### src/rtl/reg_seq_ctrl.sv
// reg_seq_ctrl: command-driven register sequencer.
// Accepts LOAD / UP / DOWN / ROTL commands and walks the datapath register
// through N single steps, then pulses DONE for one cycle.
// Optional build macro: REG_SEQ_CTRL_SAT_EN turns UP/DOWN into saturating
// steps (hold at all-ones / zero with STEP low); otherwise UP/DOWN wrap.
//
// Handshake: a command transfers on a rising CLK edge where CMD_VALID and
// CMD_READY are both 1. CMD_READY is high only in IDLE while RST=1, and it
// does not depend on CMD_VALID. CMD_OP/CMD_DATA/CMD_LEN are sampled only on
// that transfer edge. CMD_VALID in any other cycle is ignored and never
// queued.
module reg_seq_ctrl #(
    parameter int WIDTH = 4,
    parameter int CNTW  = 4
) (
    input  logic             CLK,
    input  logic             RST,
    input  logic             CMD_VALID,
    output logic             CMD_READY,
    input  logic [1:0]       CMD_OP,
    input  logic [WIDTH-1:0] CMD_DATA,
    input  logic [CNTW-1:0]  CMD_LEN,
    output logic [WIDTH-1:0] Q,
    output logic             STEP,
    output logic             BUSY,
    output logic             DONE,
    output logic [1:0]       dbg_state
);

    typedef enum logic [1:0] {
        S_IDLE = 2'd0,
        S_RUN  = 2'd1,
        S_DONE = 2'd2
    } state_t;

    localparam logic [1:0] OP_LOAD = 2'b00;
    localparam logic [1:0] OP_UP   = 2'b01;
    localparam logic [1:0] OP_DOWN = 2'b10;
    localparam logic [1:0] OP_ROTL = 2'b11;

    state_t           state_q;
    state_t           state_d;
    logic [WIDTH-1:0] q_q;
    logic [CNTW-1:0]  rem_q;
    logic [1:0]       op_q;
    logic             accept;
    logic             sat_hold;
    logic [WIDTH-1:0] step_val;

    assign accept = CMD_VALID & CMD_READY;

    // Saturation guard: true when the captured op would step past a limit.
    always_comb begin
`ifdef REG_SEQ_CTRL_SAT_EN
        sat_hold = ((op_q == OP_UP)   && (q_q == '1)) ||
                   ((op_q == OP_DOWN) && (q_q == '0));
`else
        sat_hold = 1'b0;
`endif
    end

    // Value Q takes after one RUN step of the captured op.
    always_comb begin
        step_val = q_q;
        if (!sat_hold) begin
            case (op_q)
                OP_UP:   step_val = q_q + WIDTH'(1);
                OP_DOWN: step_val = q_q - WIDTH'(1);
                OP_ROTL: step_val = {q_q[WIDTH-2:0], q_q[WIDTH-1]};
                default: step_val = q_q;
            endcase
        end
    end

    // State register.
    always_ff @(posedge CLK) begin
        if (!RST) begin
            state_q <= S_IDLE;
        end else begin
            state_q <= state_d;
        end
    end

    // Next-state logic.
    always_comb begin
        state_d = state_q;
        case (state_q)
            S_IDLE: begin
                if (accept) begin
                    if ((CMD_OP == OP_LOAD) || (CMD_LEN == '0)) begin
                        state_d = S_DONE;
                    end else begin
                        state_d = S_RUN;
                    end
                end
            end
            S_RUN: begin
                if (rem_q == CNTW'(1)) begin
                    state_d = S_DONE;
                end
            end
            S_DONE:  state_d = S_IDLE;
            default: state_d = S_IDLE;
        endcase
    end

    // Outputs; every one is forced low while reset is asserted.
    always_comb begin
        CMD_READY = RST & (state_q == S_IDLE);
        BUSY      = RST & ((state_q == S_RUN) || (state_q == S_DONE));
        DONE      = RST & (state_q == S_DONE);
        STEP      = RST & (state_q == S_RUN) & ~sat_hold;
    end

    // Datapath: Q, remaining step count and captured op.
    always_ff @(posedge CLK) begin
        if (!RST) begin
            q_q   <= '0;
            rem_q <= '0;
            op_q  <= OP_LOAD;
        end else if (accept) begin
            if (CMD_OP == OP_LOAD) begin
                q_q <= CMD_DATA;
            end else if (CMD_LEN != '0) begin
                op_q  <= CMD_OP;
                rem_q <= CMD_LEN;
            end
        end else if (state_q == S_RUN) begin
            q_q   <= step_val;
            rem_q <= rem_q - CNTW'(1);
        end
    end

    assign Q         = q_q;
    assign dbg_state = state_q;

endmodule
### config.mk
export PLATFORM = sky130hd
export DESIGN_NAME = reg_seq_ctrl
export DESIGN_NICKNAME = d
export VERILOG_FILES = /design/src/rtl/reg_seq_ctrl.sv
export SDC_FILE = /design/constraint.sdc
export NUM_CORES = 1
export LEC_CHECK = 0
export CORE_MARGIN = 2
export CORE_UTILIZATION = 52
export DETAILED_ROUTE_END_ITERATION = 12
export DONT_BUFFER_PORTS = 1
export PLACE_DENSITY = 0.67
export REMOVE_ABC_BUFFERS = 1
export SYNTH_ARGS = -nofsm -noshare
export SYNTH_HDL_FRONTEND = slang
export SYNTH_SLANG_ARGS = --single-unit
### constraint.sdc
create_clock -name CLK -period 4.2 [get_ports CLK]
set_clock_uncertainty 0.2 [all_clocks]
set_input_delay 0.84 -clock CLK [delete_from_list [all_inputs] [get_ports CLK]]
set_output_delay 0.84 -clock CLK [all_outputs]
set_load 0.005 [all_outputs]
==> reports/qor.csv <==
stage,metric,value,unit
setup_path,CP bufs+invs,1,
timing,"Slew Viols, Final",0,
setup_path,critical path launch point type,flip-flop,
setup_path,crit path launch,dbg_state[1]$_SDFFE_PN0P_,
setup_path,r2r worst-path depth,8,
setup_path,slowest CP cell,ha_1,
synthesis,top cell type's share of synthesized area,0.255,
synthesis,Synth area leader,dfxtp_1,
floorplanning,DIE AREA,0.00217,mm²
power_and_ir_drop,Leak Pwr,0.378,nW
place,Detailed Place HPWL,1570,µm
timing,measured slew at the worst slew-check pin,0.745,ns
timing,fmax,404,MHz
setup_path,Critical Path Max Stage Delay,0.48,ns
clocking,Clock Path Buffers,2,
timing,hold slack,0.311,ns
route,TritonRoute pass-1 iters,5,
setup_path,WP data arrival,1.43,ns
clocking,CTS Buf Count,3,
place,placed cell count,140,
timing,final setup fails,0,
synthesis,top_reg_cell synth,dfxtp_1,
timing,RSZ-0062 raised after global routing,no,
synthesis,"flops & latches, synth",12,
clocking,htree depth,1,
clocking,Post-CTS Repair Setup Buffers,0,
place,GPL Wtd Cong,0.774,
min_path,hold path startpoint,rem_q[3]$_SDFFE_PN0P_,
place,# port buffers,0,
floorplanning,Die Y,46.6,µm
setup_path,crit path cell chain,inv_1 -> ha_1 -> and2_1,
job,max_cap viols,0,
grt,first-pass GRT wire length,3310,µm
setup_path,kind of end point of the critical path,output port,
cells_and_area,Layout Area Growth over Synthesis,5.17,%
min_path,hold depth,2,
timing,normalized max-slew margin,0.499,
setup_path,worst-path fanout max,15,
synthesis,"EDFF count, synth",0,
clocking,register clock-pin slew on the reported worst setup and hold paths,0.08,ns
route,vias,875,
clocking,root buffer cell,clkbuf_4,
power_and_ir_drop,Pwr Density,495,mW/mm²
power_and_ir_drop,"Power, Total",0.000491,W
cells_and_area,Finished Core Util,0.581,
synthesis,fraction of registers with async set or reset after synthesis,0,
synthesis,register area share after synthesis,0.255,
clocking,Clock Latency Late Sink,0.29,ns
floorplanning,Row Count,15,
route,DR iter-0 viols,25,
setup_path,Crit Path Category,reg -> out,
setup_path,Worst Path Required,3.16,ns
cells_and_area,Final Net Count,142,
grt,initial antenna violation count,0,
clocking,# hold bufs at CTS,0,
synthesis,"top cells by area, synth","dfxtp_1 25%, ha_1 12%, mux2i_1 4.2%",
floorplanning,I/O Pins,23,
synthesis,Unique masters post-synth,37,
route,antenna-violating nets left,0,
power_and_ir_drop,Max VDD drop,0.398,mV
setup_path,worst reg2reg path endpoint,Q[2]$_SDFFE_PN0P_,
synthesis,mapped cell area,943,µm²
grt,via count of the first global-routing pass,779,
route,total wire length,2110,µm
min_path,Hold EP,rem_q[3]$_SDFFE_PN0P_,
timing,Tmin final,2.47,ns
min_path,Hold WC Path Type,reg -> reg,
floorplanning,die width,46.6,µm
setup_path,family with the most delay on the worst path,adder cells,
synthesis,Mapped Cells,119,
clocking,post-CTS resize count,0,
clocking,clk sinks,12,
timing,Tcrit/Tclk final,0.589,
floorplanning,core area,0.00171,mm²
route,routed vias/inst,6.08,
route,WL/cell,14.6,µm
grt,largest net degree at the start of global routing,17,
setup_path,Critical R2R Launch,op_q[0]$_SDFFE_PN0P_,
grt,GRT overflow,0,
outcome,status,"complete, no violations",
grt,Tot GR Track Use,0.218,
timing,final setup TNS,0,ns
cells_and_area,ant diodes,0,
synthesis,Syn Area/Cell,7.93,µm²
route,DRC violation count after routing,0,
synthesis,YS warnings,0,
clocking,TritonCTS clock tree,done,
cells_and_area,share of layout cells above drive strength 1,0.0840,
floorplanning,Initial Util,0.552,
setup_path,R2R setup slack,2.01,ns
cells_and_area,Non-Filler Instances,144,
timing,final hold vios,0,
==> stage by stage <==
stage                     area, µm²  setup slack [ns]
after floorplan                 925              2.08
after global routing            992              1.67
after CTS                       992              1.75
final                           992              1.73
after detailed placement        956              1.91
after global placement          956              2.01
==> report_power, final <==
group,total [W],switching (W),internal [W]
clock network,0.0000993,0.0000464,0.0000528
registers,0.000173,0.0000311,0.000142
logic,0.000219,0.000128,0.0000905
total,0.000491,0.000206,0.000285
==> logic make-up after synthesis <==
kind of cell               Yosys count  synth area share
xor gates and xnor gates             2            0.0186
AOI/OAI and AO/OA                   28             0.204
and+or+nand+nor                     52             0.309
buffers and inverters               12            0.0517
muxes                                4            0.0424
DFF                                 12             0.255
adders and majority gates            9             0.119
==> cell usage in the layout (no fill, tap or decap), types with 6 or more instances in the layout <==
cell type  instances
nand2_1            7
nand3_1            7
nor2_1            10
o21ai_0            6
inv_1              7
ha_1               9
dfxtp_1           12
a21oi_1            6
==> state kept, by name, indices dropped and copies added (netlist names) <==
| register | flops |
|---|---|
| Q | 4 |
| rem_q | 4 |
| dbg_state | 2 |
| op_q | 2 |
==> cell usage after synthesis, types with 2 or more instances <==
| cell type | count |
|---|---|
| ha_1 | 9 |
| inv_1 | 7 |
| a21oi_1 | 6 |
| nor3_1 | 3 |
| xor2_1 | 2 |
| nand3_1 | 7 |
| o311a_1 | 2 |
| nand3b_1 | 2 |
| a31oi_1 | 4 |
| buf_2 | 3 |
| nand4b_1 | 2 |
| nor4_1 | 3 |
| mux2i_1 | 4 |
| a211oi_1 | 2 |
| nand2b_1 | 4 |
| nor2_1 | 10 |
| o21ai_0 | 6 |
| o221ai_1 | 2 |
| nand2_1 | 7 |
| and3_1 | 3 |
| and2_1 | 4 |
| dfxtp_1 | 12 |
==> per-layer routing <==
| metal | vias up | share of wire | track usage |
|---|---|---|---|
| li1 | 438 | - | - |
| met1 | 403 | 0.46 | 0.282 |
| met2 | 27 | 0.45 | 0.333 |
| met3 | 7 | 0.069 | 0.0588 |
| met4 | 0 | 0.022 | 0.103 |
| met5 | - | 0 | 0 |
==> worst register-to-register path: stages (launching register included) <==
cell	delay [ns]
dfxtp_1	0.36
inv_1	0.07
ha_1	0.26
xor2_1	0.17
ha_1	0.22
a211oi_1	0.23
mux2i_1	0.10
a221o_1	0.35
a31oi_1	0.16
==> final cells by class <==
type                            instances  area, µm²
Clock buffer                            4       36.3
Multi-Input combinational cell         95        654
Inverter                                8       30.0
Fill cell                             170        716
Tap cell                               25       31.3
Sequential cell                        12        240
==> worst max path at each step <==
stage,to,slack (ns),cells after the start
2_1_floorplan,rem_q[1]$_SDFFE_PN0P_,2.08,4
3_3_place_gp,rem_q[1]$_SDFFE_PN0P_,2.01,4
3_5_place_dp,rem_q[1]$_SDFFE_PN0P_,1.91,4
4_1_cts,STEP,1.75,3
5_1_grt,STEP,1.67,3
6_report,STEP,1.73,3
Power figures use the tool's default switching activity.
